`config.mk`:
```
export PLATFORM = sky130hd
export DESIGN_NAME = alu_access_arbiter
export DESIGN_NICKNAME = d
export VERILOG_FILES = /design/src/rtl/alu_access_arbiter.sv
export SDC_FILE = /design/constraint.sdc
export NUM_CORES = 1
export LEC_CHECK = 0
export BUFFER_PORTS_ARGS = -buffer_cell sky130_fd_sc_hd__buf_2
export CAP_MARGIN = 20
export CORE_MARGIN = 1
export CORE_UTILIZATION = 45
export DETAILED_ROUTE_END_ITERATION = 7
export PLACE_DENSITY = 0.75
export SYNTH_ARGS = -nofsm -noshare
export SYNTH_HDL_FRONTEND = slang
export SYNTH_SLANG_ARGS = --single-unit
```
`constraint.sdc`:
```
create_clock -name clk -period 2.6 [get_ports clk]
set_input_delay 0.13 -clock clk [delete_from_list [all_inputs] [get_ports clk]]
set_output_delay 0.13 -clock clk [all_outputs]
set_load 0.02 [all_outputs]
```
`src/rtl/alu_access_arbiter.sv`:
```
// Two-requester round-robin front end for a shared, trojan-protected ALU.
// One operation in flight; repeated mitigation events lock a requester out.
module alu_access_arbiter #(
  parameter int unsigned LOCK_THRESH = 3
) (
  input  logic       clk,
  input  logic       rst_n,
  input  logic       req0_valid,
  input  logic [3:0] req0_a,
  input  logic [3:0] req0_b,
  input  logic [1:0] req0_op,
  output logic       req0_ready,
  input  logic       req1_valid,
  input  logic [3:0] req1_a,
  input  logic [3:0] req1_b,
  input  logic [1:0] req1_op,
  output logic       req1_ready,
  output logic       rsp0_valid,
  output logic [3:0] rsp0_result,
  output logic       rsp0_flag,
  input  logic       rsp0_ready,
  output logic       rsp1_valid,
  output logic [3:0] rsp1_result,
  output logic       rsp1_flag,
  input  logic       rsp1_ready,
  output logic [3:0] alu_a,
  output logic [3:0] alu_b,
  output logic [1:0] alu_opcode,
  input  logic [3:0] alu_result,
  input  logic       alu_mitigation,
  input  logic [1:0] clear_lock,
  output logic [1:0] locked
);

  localparam logic [3:0] Thresh = 4'(LOCK_THRESH);

  typedef enum logic [1:0] {StIdle, StExec, StResp} state_e;

  state_e          state_q, state_d;
  logic [3:0]      a_q, b_q, res_q;
  logic [1:0]      op_q;
  logic            gnt_q, last_q, flag_q;
  logic [1:0][3:0] strike_q;

  logic [1:0] elig, ready, rsp_valid, rsp_ready;
  logic       accept, gnt_sel, capture;
  logic [3:0] sel_a, sel_b;
  logic [1:0] sel_op;

  assign locked[0] = (strike_q[0] == Thresh);
  assign locked[1] = (strike_q[1] == Thresh);

  assign elig      = {req1_valid, req0_valid} & ~locked;
  assign rsp_ready = {rsp1_ready, rsp0_ready};
  // On a tie, serve whoever was not granted last.
  assign gnt_sel   = (&elig) ? ~last_q : elig[1];
  assign sel_a     = gnt_sel ? req1_a  : req0_a;
  assign sel_b     = gnt_sel ? req1_b  : req0_b;
  assign sel_op    = gnt_sel ? req1_op : req0_op;
  assign capture   = (state_q == StExec);

  always_comb begin
    state_d    = state_q;
    accept     = 1'b0;
    ready      = 2'b00;
    rsp_valid  = 2'b00;
    alu_a      = 4'd0;
    alu_b      = 4'd0;
    alu_opcode = 2'd0;
    case (state_q)
      StIdle: begin
        if (|elig) begin
          accept         = 1'b1;
          ready[gnt_sel] = rst_n;
          state_d        = StExec;
        end
      end
      StExec: begin
        alu_a      = a_q;
        alu_b      = b_q;
        alu_opcode = op_q;
        state_d    = StResp;
      end
      StResp: begin
        alu_a            = a_q;
        alu_b            = b_q;
        alu_opcode       = op_q;
        rsp_valid[gnt_q] = 1'b1;
        if (rsp_ready[gnt_q]) state_d = StIdle;
      end
      default: state_d = StIdle;
    endcase
  end

  assign req0_ready  = ready[0];
  assign req1_ready  = ready[1];
  assign rsp0_valid  = rsp_valid[0];
  assign rsp1_valid  = rsp_valid[1];
  assign rsp0_result = rsp_valid[0] ? res_q : 4'd0;
  assign rsp1_result = rsp_valid[1] ? res_q : 4'd0;
  assign rsp0_flag   = rsp_valid[0] & flag_q;
  assign rsp1_flag   = rsp_valid[1] & flag_q;

  always_ff @(posedge clk) begin
    if (!rst_n) begin
      state_q  <= StIdle;
      a_q      <= 4'd0;
      b_q      <= 4'd0;
      op_q     <= 2'd0;
      gnt_q    <= 1'b0;
      last_q   <= 1'b1;
      res_q    <= 4'd0;
      flag_q   <= 1'b0;
      strike_q <= '0;
    end else begin
      state_q <= state_d;
      if (accept) begin
        a_q    <= sel_a;
        b_q    <= sel_b;
        op_q   <= sel_op;
        gnt_q  <= gnt_sel;
        last_q <= gnt_sel;
      end
      if (capture) begin
        res_q  <= alu_result;
        flag_q <= alu_mitigation;
      end
      for (int n = 0; n < 2; n++) begin
        if (clear_lock[n]) begin
          strike_q[n] <= 4'd0;
        end else if (capture && alu_mitigation && (gnt_q == n[0]) &&
                     (strike_q[n] < Thresh)) begin
          strike_q[n] <= strike_q[n] + 4'd1;
        end
      end
    end
  end

endmodule
```
==> qor.yml <==
drt-total-wl_um: 2970
max_freq_mhz: 455
start_util: 0.494
wirelength_met1_um: 1420
dp_slack_ns: 0.778
grt_antenna_before_repair: 0
ys_ff_latch: 27
leakagePower_nw: 0.878
netlist.area_leader.share: 0.383
synth_most_common_cell: "dfxtp_1"
dr.pass1.iters: 6
place_congestion: 0.771
cp.required_ns: 2.47
synth_area_leaders: "dfxtp_1 (38%), and2_1 (7.5%), nand2_1 (6.9%), mux2i_1 (6.4%), ha_1 (5.3%)"
clock_latency_ns: 0.33
fin_hold_ws_ns: 0.0337
synth_nets: 203
cts_max_level: 1
die_w_um: 58.0
die_area_um2: 3360
synth_seq_area_share: 0.383
status: "finished, violations left"
crit_type: "reg2out"
layout-drive-gt1-share: 0.315
synth_cell_type_count: 34
layout.nets: 259
avgSynthCellArea_um2: 8.60
synth-edff-count: 0
grt_pass1_vias: 1148
diodes: 0
min_period_ns: 2.20
drt_iter0_drc: 29
relSlewSlack: 0.617
place_hpwl_um: 2180
ant_nets: 0
post_drt_wl_per_cell_um: 11.9
cts-resized-gates: 0
endpoint: "req0_ready"
grt_start_max_net_pins: 25
overflow: 0
vias: 1270
startpoint: "state_q[0]$_SDFFE_PN0P_"
clock-sinks: 27
cts-root-buf: "clkbuf_4"
tritoncts: "yes"
die_y_um: 58.0
synthCells: 164
power_density_nw_per_um2: 532
max-cap-violations: 0
synth_top_area_cell: "dfxtp_1"
final-setup-viol-count: 0
synthToLayoutAreaGrowth_pct: 21.9
fill_cells: 269
timing.final.crit_share: 0.845
rsz0062_at_grt: "false"
slew_violations: 0
io_pins: 59
via_per_inst: 5.08
arrival_ns: 2.07
clock_path_buffers: 2
violations: "design-rule violations"
crit_path_end_kind: "output pin"
netlist_area_um2: 1410
tightest_slew_ns: 0.575
finClkSkew_ns: 0.00731
wl_met2_um: 1390
synth.top_cells.by_count: "dfxtp_1 (27), nand2_1 (26), and2_1 (17)"
hold_class: "in2reg"
portBuffers: 58
reg2reg_depth: 7
r2r_setup_slack_ns: 0.73
synth_flop_cell: "dfxtp_1"
grt_pass1_wl_um: 5080
worstPathMaxFanout: 15
critPathLaunchType: "flop"
clk_pin_slew_ns: 0.15
highest_layer: "met4"
reg2reg_to: "b_q[3]$_SDFFE_PN0P_"
track_usage: 0.198
cts_buffers: 3
wl_met3_um: 122
rows: 19
finalHoldViolations: 0
fp.coreArea_um2: 2850
irDropWorstVdd_uv: 398
async_flop_share: 0
postCtsSetupBuffers: 0
regToRegStartpoint: "state_q[0]$_SDFFE_PN0P_"
ctsHoldBuffers: 0
yosysWarnings: 0
fin_setup_tns_ns: 0
drc_errors: 2
finalWorstSetupSlack_ns: 0.403
[final cells by class]
type                       count  area [µm²]  share of cell area
timing repair buffer          59         298               0.173
multi-input combinational    121         782               0.455
inverter                       8        30.0              0.0175
tap                           31        38.8              0.0226
clock buffer                   3        22.5              0.0131
sequential                    27         541               0.314
clock inverter                 1        7.51             0.00437
[registers in the layout (all words and copies together), names as in the netlist]
register  flops
state_q       2
op_q          2
a_q           4
flag_q        1
res_q         4
last_q        1
b_q           4
gnt_q         1
strike_q      8
[through the flow]
step	utilization	area, µm²	power [W]	instances
final	0.603	1720	0.000914	250
after floorplan	-	1410	0.000670	164
after global routing	0.603	1720	0.000980	250
after CTS	0.603	1720	0.000926	250
after global placement	0.592	1690	0.000738	246
after detailed placement	0.592	1690	0.000740	246
[worst max-delay path, stage by stage (launching register included)]
cell	delay, ns
dfxtp_1	0.36
inv_1	0.11
ha_1	0.30
nand2_1	0.10
o22ai_2	0.49
and3_1	0.23
buf_2	0.16
[where the power goes]
| group | switching (W) | internal (W) | total, W |
|---|---|---|---|
| sequential | 0.0000242 | 0.000454 | 0.000478 |
| clock | 0.000125 | 0.0000590 | 0.000184 |
| combinational | 0.000144 | 0.000108 | 0.000252 |
| total | 0.000293 | 0.000621 | 0.000914 |
[kinds of logic (layout without fill, tap and decap cells)]
family | Yosys count | count (layout) | synth area share
muxes | 9 | 9 | 0.0639
and+or+nand+nor | 74 | 74 | 0.281
AOI/OAI and AO/OA | 30 | 30 | 0.144
xor gates and xnor gates | 2 | 2 | 0.0124
buffers and inverters | 16 | 71 | 0.0621
DFF | 27 | 27 | 0.383
adders and majority gates | 6 | 6 | 0.0532
[layout by cell type, fill, tap and decap left out]
| master | count |
|---|---|
| mux2i_1 | 9 |
| o22ai_2 | 1 |
| nor3b_1 | 1 |
| o21ai_0 | 3 |
| nand2b_1 | 3 |
| a21boi_1 | 1 |
| dfxtp_1 | 27 |
| xor2_1 | 2 |
| a21oi_1 | 1 |
| o211a_1 | 1 |
| nand3_1 | 2 |
| nand2_1 | 26 |
| or3b_4 | 1 |
| clkbuf_4 | 3 |
| nor4_1 | 1 |
| buf_4 | 1 |
| nor2_1 | 8 |
| nor2b_1 | 6 |
| inv_2 | 1 |
| and3_1 | 7 |
| a2bb2oi_1 | 1 |
| inv_1 | 7 |
| and2_1 | 17 |
| o211a_4 | 1 |
| ha_1 | 6 |
| nor4b_1 | 1 |
| a31oi_1 | 11 |
| o211ai_2 | 1 |
| clkinvlp_4 | 1 |
| nor3b_4 | 1 |
| o21ai_1 | 9 |
| buf_2 | 58 |
[worst min-delay path by stage]
stage             startpoint  slack (ns)  cells after the start                    end
4_1_cts            req0_b[0]        0.02                      3    b_q[0]$_SDFFE_PN0P_
3_5_place_dp       req0_a[3]        0.40                      3    a_q[3]$_SDFFE_PN0P_
2_1_floorplan          rst_n        0.27                      2   op_q[1]$_SDFFE_PN0P_
6_report           req0_a[2]        0.03                      3    a_q[2]$_SDFFE_PN0P_
5_1_grt            req0_b[0]        0.01                      3    b_q[0]$_SDFFE_PN0P_
3_3_place_gp   alu_result[2]        0.39                      3  res_q[2]$_SDFFE_PN0N_
[metal layers]
layer  vias to the layer above  global-route usage
li1                        660                   -
met1                       581               0.257
met3                         5              0.0513
met2                        24               0.317
met4                         0              0.0714
met5                         -                   0
Note: power is estimated with default switching activity, not from simulation.
